==> config.mk <==
export PLATFORM = sky130hd
export DESIGN_NAME = uart_threshold_bank
export DESIGN_NICKNAME = d
export VERILOG_FILES = /design/src/rtl/uart_ctrl_pkg.sv /design/src/rtl/th_step_sat.sv /design/src/rtl/uart_threshold_bank.sv
export SDC_FILE = /design/constraint.sdc
export NUM_CORES = 1
export LEC_CHECK = 0
export CAP_MARGIN = 20
export CELL_PAD_IN_SITES_DETAIL_PLACEMENT = 0
export CELL_PAD_IN_SITES_GLOBAL_PLACEMENT = 2
export CORE_AREA = 5 5 187 225
export DETAILED_ROUTE_END_ITERATION = 8
export DIE_AREA = 0 0 192 230
export PLACE_DENSITY_LB_ADDON = 0.1
export SYNTH_ARGS = -nofsm -noshare
export SYNTH_HDL_FRONTEND = slang
export SYNTH_SLANG_ARGS = --single-unit
==> constraint.sdc <==
create_clock -name clk -period 10.54 [get_ports clk]
set_clock_uncertainty 0.1 [all_clocks]
set_input_delay 2.108 -clock clk [delete_from_list [all_inputs] [get_ports clk]]
set_output_delay 2.108 -clock clk [all_outputs]
set_load 0.1 [all_outputs]
==> src/rtl/uart_ctrl_pkg.sv <==
// Shared constants, FSM encoding and default-table helpers
// for the UART-driven threshold bank.
package uart_ctrl_pkg;

  localparam logic [7:0] CMD_INC      = "w";
  localparam logic [7:0] CMD_DEC      = "s";
  localparam logic [7:0] CMD_DEF      = "d";
  localparam logic [7:0] CMD_READ     = "r";
  localparam logic [7:0] CMD_SEL_BASE = "A";

  typedef enum logic [2:0] {
    S_IDLE,
    S_ECHO,
    S_APPLY,
    S_GAP,
    S_TX
  } state_t;

  localparam int MAX_FLAT = 26 * 32;

  localparam int K_MIN  = 0;
  localparam int K_MAX  = 1;
  localparam int K_STEP = 2;
  localparam int K_DEF  = 3;

  // Builds the stock per-channel tables: ch0, odd and even(>0) rows.
  function automatic logic [MAX_FLAT-1:0] def_vec(
    input int n,
    input int w,
    input int kind
  );
    logic [MAX_FLAT-1:0] r;
    logic [MAX_FLAT-1:0] m;
    int v;
    r = '0;
    m = (MAX_FLAT'(1) << w) - MAX_FLAT'(1);
    for (int i = 0; i < n; i++) begin
      case (kind)
        K_MIN:   v = (i == 0) ? 50   : (i % 2 == 1) ? 32 : -12;
        K_MAX:   v = (i == 0) ? 5000 : (i % 2 == 1) ? 50 : 27;
        K_STEP:  v = (i == 0) ? 50   : 1;
        default: v = (i == 0) ? 2550 : (i % 2 == 1) ? 35 : 16;
      endcase
      r |= (MAX_FLAT'(v) & m) << (i * w);
    end
    return r;
  endfunction

endpackage

==> src/rtl/th_step_sat.sv <==
// Saturating step of one threshold value, signed or unsigned,
// evaluated two bits wider so the bound test never wraps.
module th_step_sat #(
  parameter int W = 16
) (
  input  logic [W-1:0] value,
  input  logic [W-1:0] step,
  input  logic [W-1:0] min,
  input  logic [W-1:0] max,
  input  logic         is_signed,
  input  logic         dir,
  output logic [W-1:0] result
);

  localparam int XW = W + 2;

  logic signed [XW-1:0] v_x;
  logic signed [XW-1:0] s_x;
  logic signed [XW-1:0] lo_x;
  logic signed [XW-1:0] hi_x;
  logic signed [XW-1:0] sum_x;

  function automatic logic [XW-1:0] ext(
    input logic [W-1:0] x,
    input logic         sgn
  );
    return sgn ? {{2{x[W-1]}}, x} : {2'b00, x};
  endfunction

  always_comb begin
    v_x   = ext(value, is_signed);
    lo_x  = ext(min, is_signed);
    hi_x  = ext(max, is_signed);
    s_x   = {2'b00, step};
    sum_x = dir ? v_x + s_x : v_x - s_x;
    if (dir && sum_x > hi_x)
      result = max;
    else if (!dir && sum_x < lo_x)
      result = min;
    else
      result = sum_x[W-1:0];
  end

endmodule

==> src/rtl/uart_threshold_bank.sv <==
// Bank of runtime-tunable thresholds driven by single-byte
// UART commands: select, inc, dec, restore default, readback.
module uart_threshold_bank
  import uart_ctrl_pkg::*;
#(
  parameter int NUM_CH   = 9,
  parameter int TH_WIDTH = 16,
  parameter logic [NUM_CH-1:0] SIGNED_MASK =
    NUM_CH'(9'h1FE),
  parameter logic [NUM_CH*TH_WIDTH-1:0] CH_MIN =
    (NUM_CH*TH_WIDTH)'(def_vec(NUM_CH, TH_WIDTH, K_MIN)),
  parameter logic [NUM_CH*TH_WIDTH-1:0] CH_MAX =
    (NUM_CH*TH_WIDTH)'(def_vec(NUM_CH, TH_WIDTH, K_MAX)),
  parameter logic [NUM_CH*TH_WIDTH-1:0] CH_STEP =
    (NUM_CH*TH_WIDTH)'(def_vec(NUM_CH, TH_WIDTH, K_STEP)),
  parameter logic [NUM_CH*TH_WIDTH-1:0] CH_DEFAULT =
    (NUM_CH*TH_WIDTH)'(def_vec(NUM_CH, TH_WIDTH, K_DEF))
) (
  input  logic                       clk,
  input  logic                       rst,
  input  logic [7:0]                 rx_data,
  input  logic                       rx_valid,
  input  logic                       tx_ready,
  output logic                       tx_start,
  output logic [7:0]                 tx_data,
  output logic [NUM_CH*TH_WIDTH-1:0] th_flat,
  output logic [(NUM_CH > 1 ? $clog2(NUM_CH) : 1)-1:0] sel_ch,
  output logic                       th_updated,
  output logic                       cmd_dropped,
  output logic                       busy
);

  localparam int NUM_BYTES = TH_WIDTH / 8;
  localparam logic [2:0] LAST_IDX = 3'(NUM_BYTES);

  state_t state, state_d;

  logic [TH_WIDTH-1:0] th [NUM_CH];
  logic [7:0] cmd_q;
  logic [2:0] byte_idx;

  logic [7:0] rx_rel, q_rel;
  logic rx_is_sel, rx_ok, q_is_sel, q_is_mod;

  logic [TH_WIDTH-1:0] cur, cur_step, cur_min, cur_max;
  logic [TH_WIDTH-1:0] cur_def, sat_res, th_new, cur_shift;

  logic       tx_start_d, upd_d;
  logic [7:0] tx_data_d;

  assign rx_rel    = rx_data - CMD_SEL_BASE;
  assign rx_is_sel = (rx_data >= CMD_SEL_BASE) &&
                     (rx_rel < 8'(NUM_CH));
  assign rx_ok     = rx_is_sel || (rx_data inside
                     {CMD_INC, CMD_DEC, CMD_DEF, CMD_READ});
  assign q_rel     = cmd_q - CMD_SEL_BASE;
  assign q_is_sel  = (cmd_q >= CMD_SEL_BASE) &&
                     (q_rel < 8'(NUM_CH));
  assign q_is_mod  = cmd_q inside {CMD_INC, CMD_DEC, CMD_DEF};

  assign cur       = th[sel_ch];
  assign cur_step  = CH_STEP[int'(sel_ch)*TH_WIDTH +: TH_WIDTH];
  assign cur_min   = CH_MIN[int'(sel_ch)*TH_WIDTH +: TH_WIDTH];
  assign cur_max   = CH_MAX[int'(sel_ch)*TH_WIDTH +: TH_WIDTH];
  assign cur_def   = CH_DEFAULT[int'(sel_ch)*TH_WIDTH +: TH_WIDTH];
  assign cur_shift = cur >> {byte_idx, 3'b000};
  assign th_new    = (cmd_q == CMD_DEF) ? cur_def : sat_res;
  assign busy      = (state != S_IDLE);

  th_step_sat #(.W(TH_WIDTH)) u_sat (
    .value     (cur),
    .step      (cur_step),
    .min       (cur_min),
    .max       (cur_max),
    .is_signed (SIGNED_MASK[sel_ch]),
    .dir       (cmd_q == CMD_INC),
    .result    (sat_res)
  );

  for (genvar g = 0; g < NUM_CH; g++) begin : g_flat
    assign th_flat[g*TH_WIDTH +: TH_WIDTH] = th[g];
  end

  always_ff @(posedge clk) begin
    if (rst) state <= S_IDLE;
    else     state <= state_d;
  end

  always_comb begin
    state_d = state;
    unique case (state)
      S_IDLE:  if (rx_valid && rx_ok) state_d = S_ECHO;
      S_ECHO:  if (tx_ready)
                 state_d = q_is_mod ? S_APPLY : S_GAP;
      S_APPLY: state_d = S_GAP;
      S_GAP:   state_d = (q_is_sel || byte_idx == LAST_IDX)
                         ? S_IDLE : S_TX;
      S_TX:    if (tx_ready) state_d = S_GAP;
      default: state_d = S_IDLE;
    endcase
  end

  always_comb begin
    tx_start_d = 1'b0;
    tx_data_d  = cmd_q;
    upd_d      = 1'b0;
    unique case (state)
      S_ECHO:  tx_start_d = tx_ready;
      S_APPLY: upd_d = (th_new != cur);
      S_TX: begin
        tx_start_d = tx_ready;
        tx_data_d  = cur_shift[7:0];
      end
      default: ;
    endcase
  end

  // Datapath: tx registers, channel array, selection, counters.
  always_ff @(posedge clk) begin
    if (rst) begin
      for (int i = 0; i < NUM_CH; i++)
        th[i] <= CH_DEFAULT[i*TH_WIDTH +: TH_WIDTH];
      sel_ch      <= '0;
      cmd_q       <= '0;
      byte_idx    <= '0;
      tx_start    <= 1'b0;
      tx_data     <= '0;
      th_updated  <= 1'b0;
      cmd_dropped <= 1'b0;
    end else begin
      tx_start   <= tx_start_d;
      th_updated <= upd_d;
      if (tx_start_d) tx_data <= tx_data_d;
      if (state == S_IDLE && rx_valid && rx_ok) begin
        cmd_q    <= rx_data;
        byte_idx <= '0;
      end
      if (state != S_IDLE && rx_valid) cmd_dropped <= 1'b1;
      if (state == S_ECHO && tx_ready && q_is_sel)
        sel_ch <= q_rel[$bits(sel_ch)-1:0];
      if (state == S_APPLY) th[sel_ch] <= th_new;
      if (state == S_TX && tx_ready) byte_idx <= byte_idx + 3'd1;
    end
  end

endmodule
Word level (Yosys, flattened, before mapping)

Memory sizes are Yosys's and may differ from the RTL's. A register that Yosys moved wholly into a read port is not among the register bits.
Index checks and enable logic that the tools add are counted.

Input bits: 12
Register bits after elaboration: 29
ROM bits: 16
Memory bits (writable): 144
Latch bits: 0
Output and inout bits: 160
Memories: 2
Logic and storage cells: 97

Memory list:

| memory          | depth | width | rd ports | clocked after Yosys merged registers in | wr ports | line                      | source |
|---|---|---|---|---|---|---|---|
| th              | 9     | 16    | 10       | 1                                       | 9        | uart_threshold_bank.sv:38 | `logic [TH_WIDTH-1:0] th [NUM_CH];` |
| (no name shown) | 16    | 1     | 1        | 1                                       | 0        | uart_threshold_bank.sv:75 | `.is_signed (SIGNED_MASK[sel_ch]),` |

Shifts and indexed selects: 5
Muxes and demuxes: 30
$lt $le $gt $ge: 7
Div/mod/pow operators: 0
$mul: 0
Bitwise logic cells: 1
Add/subtract/negate cells: 5
Reductions and logical operators: 23
Equality and inequality tests: 16

Operator list:

| cell                      | number |
|---|---|
| $shiftx 144x9->16 const A | 4 |
| $mux 18                   | 4 |
| $mux 16                   | 4 |
| $eq 8x7->1 const B        | 7 |
| $mux 4                    | 5 |
| $add 18x17->18            | 1 |
| $gt 18x18->1              | 1 |
| $lt 18x18->1              | 1 |
| $mux 3                    | 6 |
| $sub 18x17->18            | 1 |
| $ge 8x7->1 const B        | 2 |
| $lt 8x4->1 const B        | 2 |
| $ne 16x16->1              | 1 |
| $reduce_or 16->1          | 1 |
| $shr 16x6->8              | 1 |
| $sub 8x7->8 const B       | 2 |
| $pmux 3 s5                | 1 |
| $logic_and 1x1->1         | 11 |
| $eq 3x2->1 const B        | 3 |
| $mux 1                    | 9 |
| $mux 8                    | 1 |
| $ne 2x2->1 const B        | 3 |
| $reduce_bool 3->1         | 2 |
| $lt 4x5->1 const B        | 1 |
| other kinds (11)          | 13 |

Logic depth before layout (Yosys ltp)

Gate-level depths: netlist (run 1).

Depth in word-level cells: 11
Mapped depth: 38
Mapped depth without buffers: 31

Modules after synthesis

From an unflattened synthesis (run 1), not the netlist that was laid out.

Cell total of the unflattened synthesis: 1254
Area total of the unflattened synthesis: 15199.6 µm²

By module, submodules not included:

| module              | area an instance (µm²) | sequential area each (µm²) | cells each | instances |
|---|---|---|---|---|
| uart_threshold_bank | 12622.1                | 8368.0                     | 880        | 1 |
| th_step_sat         | 2577.5                 | 0.0                        | 374        | 1 |

Worst setup path after synthesis (run 1)

OpenSTA, ideal clock, no wires.

Path kind: flip-flop to flip-flop
From: reg sel_ch[1] (netlist bit)
To: reg th_updated
Arrival time: 7.238 ns
Data required time: 10.305 ns
Buffers on the path: 6
Path slack: 3.066 ns
Cell stages (with the launch flop): 37
Library setup time: 0.135 ns
Period minus slack after synthesis: 7.474 ns
Path through: dfxtp_1 > clkbuf_1 > or2_2 > clkbuf_1 > o21ai_0 > inv_1 > nor2_1 > inv_1 > ha_1 > nand2b_4 > buf_12 > inv_4 > buf_6 > buf_2 > ha_1 > buf_1 > inv_1 > a21oi_1 > nor3_1 > o211ai_1 > mux2i_1 > or4_4 > ha_1 > nand3_1 > nor3_1 > o2111a_1 > nand2_1 > a21oi_1 > a211oi_1 > a32oi_2 > o311ai_4 > nand2_2 > nand2_1 > a221o_2 > xnor2_1 > a2111oi_0 > a31oi_1

Longest elaborated chain between the ends: 9
Elaborated cells between the ends (all ways): 17
Those cells by class: 2 x add/sub; 2 x order compare; 1 x eq/ne; 4 x shift; 6 x mux; 2 x reduce/logical

Ends and longest elaborated chain:

| element                                          | line                       | source |
|---|---|---|
| start, declared                                  | uart_threshold_bank.sv:27  | `output logic [(NUM_CH > 1 ? $clog2(NUM_CH) : 1)-1:0] sel_ch,` |
| start signal, assigned                           | uart_threshold_bank.sv:140 | `sel_ch <= q_rel[$bits(sel_ch)-1:0];` |
| $shiftx 144x9->16                                | uart_threshold_bank.sv:62  | `assign cur_step = CH_STEP[int'(sel_ch)*TH_WIDTH +: TH_WIDTH];` |
| $sub 18x17->18 or $add 18x17->18 (tied branches) | th_step_sat.sv:35          | `sum_x = dir ? v_x + s_x : v_x - s_x;` |
| $mux 18                                          | th_step_sat.sv:35          |  |
| $lt 18x18->1                                     | th_step_sat.sv:38          | `else if (!dir && sum_x < lo_x)` |
| $logic_and 1x1->1                                | th_step_sat.sv:38          |  |
| $mux 16                                          | th_step_sat.sv:38          |  |
| $mux 16                                          | th_step_sat.sv:36          | `if (dir && sum_x > hi_x)` |
| $mux 16 (*)                                      | uart_threshold_bank.sv:67  | `assign th_new = (cmd_q == CMD_DEF) ? cur_def : sat_res;` |
| $ne 16x16->1 (*)                                 | uart_threshold_bank.sv:109 | `S_APPLY: upd_d = (th_new != cur);` |
| end signal, assigned                             | uart_threshold_bank.sv:132 | `th_updated <= upd_d;` |
| end, declared                                    | uart_threshold_bank.sv:28  | `output logic th_updated,` |

Mark *: on every way between the ends. The rest lies on a longest branch, timed or not.
A chain may end at the register's enable or synchronous reset.

Worst setup path after layout (run 1)

Same ends and word-level chain as after synthesis.

==> results of run 1 <==
==> per-layer routing <==
metal | GRT usage | routed length (µm) | share of wire
met5 | 0 | 0 | 0
met4 | 0.0887 | 2210 | 0.039
met3 | 0.0420 | 3690 | 0.065
met2 | 0.435 | 28500 | 0.50
met1 | 0.317 | 22000 | 0.39
==> cell families (layout without fill, tap and decap cells) <==
logic type                 count (synthesis)  in the layout  share of synthesized area
and+or+nand+nor                          474            474                      0.151
DFF                                      290            290                      0.548
AOI/OAI and AO/OA                        218            218                     0.0978
buffers and inverters                    124            298                     0.0426
muxes                                     98             98                      0.118
adders and majority gates                 34             34                     0.0279
xor gates and xnor gates                  26             26                     0.0149
==> worst paths after layout <==
check | start | to | slack [ns] | cells past startpoint
max | sel_ch[1] | th_updated | 2.03 | 30
min | cmd_dropped | cmd_dropped | 0.37 | 2
max reg2reg | sel_ch[1] | th_updated | 2.03 | 30
min reg2reg | cmd_dropped | cmd_dropped | 0.37 | 2
==> state kept, by name, summed over array words and instances, names as in the netlist, named ones only <==
name,cells
th,256
cmd_q,8
tx_data,8
sel_ch,4
byte_idx,3
state,3
cmd_dropped,1
th_updated,1
tx_start,1
u_sat.is_signed,1
==> placed cells by master (no fill, tap or decap), types with 7 or more instances in the layout <==
cell type / instances
a21o_1: 8
buf_4: 23
nand2_1: 77
or2_2: 11
nor2b_1: 12
edfxtp_1: 256
nor3_1: 24
nand2b_1: 27
or3_1: 9
inv_1: 40
clkinv_1: 9
ha_1: 34
a211oi_1: 7
clkdlybuf4s50_1: 171
a31oi_1: 15
and2_1: 8
a22oi_1: 15
nand4_1: 14
o21ai_0: 40
nand3_1: 30
nor2_1: 214
a21oi_1: 53
dfxtp_1: 31
clkbuf_16: 31
mux4_2: 58
o211ai_1: 11
mux2i_1: 30
xnor2_1: 22
==> per-stage QoR <==
| step | instances | worst slack (ns) | instance area [µm²] | utilization | hold WS, ns |
|---|---|---|---|---|---|
| floorplan | 1264 | 3.07 | 15300 | - | 0.368 |
| global placement | 1911 | 2.26 | 17400 | 0.439 | 0.349 |
| detailed placement | 1913 | 2.22 | 17400 | 0.440 | 0.361 |
| CTS | 1971 | 2.19 | 18400 | 0.465 | 0.375 |
| global route | 1971 | 1.47 | 18400 | 0.465 | 0.417 |
| finish | 1971 | 2.03 | 18400 | 0.465 | 0.367 |
==> critical path: cells and delay by family, from the launching register on <==
kind,cells,cell delay [ns]
xor gates and xnor gates,2,0.45
buffers and inverters,4,0.82
DFF,1,0.40
AOI/OAI and AO/OA,11,3.50
adders and majority gates,3,0.97
and+or+nand+nor,10,2.13
==> power groups by stage <==
| stage | registers (mW) | clock network [mW] | logic, mW |
|---|---|---|---|
| 3_5_place_dp | 1.31 | 0 | 0.328 |
| 4_1_cts | 1.29 | 1.08 | 0.329 |
| 5_1_grt | 1.29 | 1.13 | 0.341 |
| 3_3_place_gp | 1.31 | 0 | 0.326 |
| 2_1_floorplan | 1.44 | 0 | 0.0975 |
| 6_report | 1.29 | 1.07 | 0.330 |
==> area by class of cell <==
cell class | count | area [µm²]
clock buffers | 36 | 795
clock inverters | 22 | 191
fillers | 3624 | 21200
inverters | 44 | 168
multi-input cells | 850 | 6260
flip-flops and latches | 290 | 8370
well taps | 533 | 667
repair buffers | 196 | 1910
==> summary.txt, run 1 <==
Pwr
  – Logic gate share of total power: 0.123
  – Clock power frac: 0.398
  – Peak supply drop: 107 µV
  – Internal power: 1.96 mW
  – Leak Pwr: 6.32 nW
  – Seq pwr share: 0.479
  – P per Cell Area: 146 nW/µm²
  – Sw Share: 0.272
  – Total power: 2.69 mW
  – Switching pwr: 0.733 mW

Synthesis
  – Number of synthesized flops with an enable pin: 256
  – Synthesized Nets: 1310
  – Top-area cell type share of the netlist area: 0.503
  – Synth area leaders: edfxtp_1 (50%), mux4_2 (8.6%), nor2_1 (5.3%), dfxtp_1 (4.5%), ha_1 (2.8%)
  – Top_reg_cell synth: edfxtp_1
  – Mapped Area: 15300 µm²
  – Post-synthesis area per instance: 12.1 µm²
  – YS warnings: 0
  – Post-synth top area cell: edfxtp_1
  – Most instantiated cells after synthesis: edfxtp_1 (256), nor2_1 (214), nand2_1 (77)
  – Unique cell type count in the Yosys netlist: 103
  – Synth Instances: 1264
  – Seq cells post-synth: 290
  – Most common cell in the netlist: edfxtp_1
  – Async S/R FF share, synth: 0
  – Register area share after synthesis: 0.548

Clocking
  – CTS max path bufs: 3
  – Worst-path clk slew: 0.07 ns
  – Clock Sinks: 290
  – CTS Buf Count: 31
  – Post-cts resize count: 0
  – Worst-Skew Late Latency: 0.59 ns
  – H-Tree Depth: 1
  – CTS Hold Bufs: 0
  – CTS root buf: clkbuf_16
  – # Post-CTS Setup Buffers: 0
  – CTS tree: done

Global routing
  – Largest net degree at the start of global routing: 50
  – Vias in the first global route: 11502
  – First-pass GRT wire length: 81.0 mm
  – Initial antenna violation count: 0
  – Gr ovfl total: 0
  – GRT Overall Usage: 0.251

Place
  – Port bufs: 171
  – HPWL after detailed placement: 40.2 mm
  – Gpl congestion: 0.924

Worst setup path
  – Kind of end point of the critical path: flop
  – Critical path launch point type: flop
  – Crit path max fanout: 26
  – WP data arrival: 8.86 ns
  – CP Class: flop to flop
  – Slowest CP cell: a2111oi_0
  – CP max stage delay: 0.63 ns
  – Crit path required time: 10.89 ns

Floorplanning
  – Die width: 192 µm
  – # IOs: 172
  – DIE AREA: 44200 µm²
  – Die Y: 230 µm
  – Row Count: 80
  – Initial Util: 0.386
  – Core Box Area: 39500 µm²

Final layout
  – Diodes inserted: 0
  – Share of cells above drive strength 1: 0.130
  – P&R area growth vs syn: 20.3%
  – Layout Nets: 1459

Detailed routing
  – Iter 0 DRT Violations: 1030
  – ANT nets after route: 0
  – Drt pass-1 iters: 5
  – Drt via density: 5.80
  – Drt total wl: 56.4 mm
  – DR DRC count: 0
  – Via count: 11434
  – Routed len/inst: 28.6 µm

Timing
  – Final hold viol count: 0
  – Post-route clock period utilization: 0.807
  – RSZ-0062 raised after global routing: no
  – Slew Limit Fails: 0
  – Max_slew headroom: 0.227
  – Setup TNS: 0 ns
  – Fmax achieved: 0.118 GHz
  – Final setup vio count: 0
  – Tmin final: 8.51 ns
  – Worst-Margin Slew: 1.16 ns

Run status
  – Outcome: finished, final reports clean

Worst hold path
  – Hold Crit Class: flop to flop

Flow run
  – Max cap viols: 0
No activity file was read; power rests on OpenSTA's default activity.
==> run 2, diff against run 1 <==
CORE_AREA = 5 5 197 237   (was 5 5 187 225)
DIE_AREA = 0 0 202 242   (was 0 0 192 230)
clock period = 7.14 ns   (was 10.54 ns; I/O delays follow)
==> run 2 against run 1 <==
Against the previous run: cell area grew 4.7%; highest routed layer unchanged; combinational power grew 56%; fmax grew 24%; die area rose by 11%; hold slack better by 0.0014 ns; critical endpoint is now th[11][5]; worst setup slack lost 1.8 ns; clock power increased by 41%; flip-flop and latch count unchanged; sequential power increased by 47%; global-route usage fell by 1.9 points.
==> summary.txt, run 2 (synthesis gave the netlist of run 1 again) <==
Timing
  – Max_slew headroom: 0.253 (+0.0256)
  – Tmin final: 6.88 ns (-1.63 ns)
  – Post-route clock period utilization: 0.963 (+0.156)
  – Final hold viol count: 0 (unchanged)
  – Slew Limit Fails: 0 (unchanged)
  – Worst-Margin Slew: 1.12 ns (-0.0418 ns)
  – Final setup vio count: 0 (unchanged)
  – Fmax achieved: 0.145 GHz (+24%)

Detailed routing
  – ANT nets after route: 0 (unchanged)
  – Iter 0 DRT Violations: 800 (-22%)
  – Via count: 11597 (+1.4%)
  – Drt total wl: 58.4 mm (+3.6%)
  – Drt via density: 5.56 (-4.2%)
  – DR DRC count: 0 (unchanged)
  – Routed len/inst: 28.0 µm (-2.1%)
  – Drt pass-1 iters: 6 (+1)

Worst setup path
  – WP data arrival: 7.06 ns (-1.80 ns)
  – Crit path capture: th[11][5]
  – Top delay family on crit path: compound AO/OA/AOI/OAI gates
  – CP bufs+invs: 4 (unchanged)
  – CP Class: flop to flop
  – Slowest CP cell: mux4_2
  – Critical path launch point type: flop
  – Kind of end point of the critical path: flop
  – FF-to-FF path depth: 26 (-13%)
  – Crit path required time: 7.33 ns (-3.56 ns)
  – CP max stage delay: 0.57 ns (-0.06 ns)
  – CP Depth: 26 (-13%)
  – Worst r2r dst: th[11][5]
  – FF-to-FF setup slack: 0.26 ns (-1.77 ns)
  – Crit path max fanout: 10 (-62%)

Pwr
  – Logic gate share of total power: 0.131 (+0.008)
  – Sw Share: 0.270 (-0.00241)
  – Peak supply drop: 188 µV (+76%)
  – P per Cell Area: 204 nW/µm² (+39%)
  – Internal power: 2.87 mW (+47%)
  – Leak Pwr: 6.78 nW (+7.1%)
  – Total power: 3.93 mW (+46%)
  – Clock power frac: 0.385 (-0.013)
  – Switching pwr: 1.06 mW (+45%)
  – Seq pwr share: 0.484 (+0.005)

Place
  – HPWL after detailed placement: 43.4 mm (+7.8%)
  – Gpl congestion: 0.940 (+1.7%)
  – Placement Cell Area: 18000 µm² (+3.8%)
  – Port bufs: 171 (unchanged)

Clocking
  – CTS Buf Count: 31 (unchanged)
  – H-Tree Depth: 1 (unchanged)
  – CTS max path bufs: 3 (unchanged)
  – CTS tree: done
  – Worst-path clk slew: 0.06 ns (about the same)
  – CTS root buf: clkbuf_16
  – Clock Sinks: 290 (unchanged)
  – Worst-Skew Late Latency: 0.57 ns (-0.02 ns)

Floorplanning
  – Core Box Area: 44300 µm² (+12%)
  – Initial Util: 0.344 (-0.0419)
  – Die width: 202 µm (+5.2%)
  – Die Y: 242 µm (+5.2%)
  – # IOs: 172 (unchanged)
  – DIE AREA: 48900 µm² (+11%)
  – Row Count: 85 (+6.3%)

Global routing
  – Largest net degree at the start of global routing: 26 (-48%)
  – Vias in the first global route: 11937 (+3.8%)
  – GRT Overall Usage: 0.232 (-0.0188)
  – Gr ovfl total: 0 (unchanged)
  – First-pass GRT wire length: 84.3 mm (+4.1%)
  – Initial antenna violation count: 0 (unchanged)

Run status
  – Outcome: finished, final reports clean

Final layout
  – P&R area growth vs syn: 26.0%
  – Share of cells above drive strength 1: 0.189 (+0.0593)
  – Most frequent cells in the layout: edfxtp_1 (256), nor2_1 (212), clkdlybuf4s50_1 (171), buf_4 (99), nand2_1 (76)
  – Layout Nets: 1544 (+5.8%)
  – Largest regs: th x256, cmd_q x8, tx_data x8
  – Top reg by flops: th
  – Most common cell after layout, fill and taps aside: edfxtp_1
  – Max reg flops: 256 (unchanged)
  – Layout filler cell count: 4113 (+13%)
  – Diodes inserted: 0 (unchanged)
  – Final Cell Area: 19200 µm² (+4.7%)

Flow run
  – Max cap viols: 0 (unchanged)

Worst hold path
  – Hold Crit Class: flop to flop
run 2: worst register-to-register path: cells and delay by family, from the launching register on:
family / cells / cell delay (ns)
AO/OA/AOI/OAI: 14 / 2.93
flip-flops: 1 / 0.39
XOR/XNOR: 1 / 0.20
buffers and inverters: 4 / 0.74
adder cells (fa/ha/maj): 3 / 0.75
AND/OR/NAND/NOR: 2 / 0.42
multiplexers: 2 / 1.07
run 2: power groups by stage:
stage                     sequential [mW]  combinational, mW  clock (mW)
after floorplan                      2.13              0.144           0
after global placement               1.94              0.508           0
after detailed placement             1.94              0.508           0
after CTS                            1.90              0.510        1.54
after global routing                 1.90              0.537        1.61
final                                1.90              0.515        1.51
run 2: repair_timing:
| action | in CTS | in global routing |
|---|---|---|
| setup endpoints to repair | 0 | 207 |
| hold buffers | 0 | 0 |
| gates resized for setup | 0 | 25 |
| endpoints found under the hold margin | 0 | 0 |
| setup buffers | 0 | 16 |
run 2: per-stage QoR:
stage                     instances  hold slack [ns]  utilization  setup WS [ns]  TNS [ns]
final                          2086            0.368        0.434          0.261         0
after detailed placement       2014            0.364        0.407          0.102         0
after global placement         2014            0.349        0.407          0.152         0
after CTS                      2070            0.377        0.428         0.0839         0
after floorplan                1264            0.368            -        0.00370         0
after global routing           2086            0.444        0.434        -0.0118   -0.0118
run 2: worst min path at each step:
stage                            from     endpoint  slack (ns)  depth (start not counted)
after global placement    cmd_dropped  cmd_dropped        0.35                          2
after floorplan              cmd_q[6]     cmd_q[6]        0.37                          2
final                     cmd_dropped  cmd_dropped        0.37                          2
after CTS                 cmd_dropped  cmd_dropped        0.38                          2
after detailed placement  cmd_dropped  cmd_dropped        0.36                          2
after global routing      cmd_dropped  cmd_dropped        0.44                          2
run 2: cell type report:
cell class	instances	area [µm²]	share of cell area
clock inverters	18	136	0.00709
clock buffers	38	802	0.0417
well taps	565	707	0.0368
flip-flops and latches	290	8390	0.436
inverters	44	168	0.00872
repair buffers	281	2660	0.138
multi-input cells	850	6370	0.331
run 2: layer usage:
| metal | share of wire | track usage | wire length, µm | up-vias |
|---|---|---|---|---|
| li1 | - | - | - | 5203 |
| met1 | 0.40 | 0.289 | 23300 | 5851 |
| met2 | 0.50 | 0.404 | 29000 | 438 |
| met3 | 0.063 | 0.0423 | 3700 | 105 |
| met4 | 0.041 | 0.0847 | 2370 | 0 |
| met5 | 0 | 0 | 0 | - |
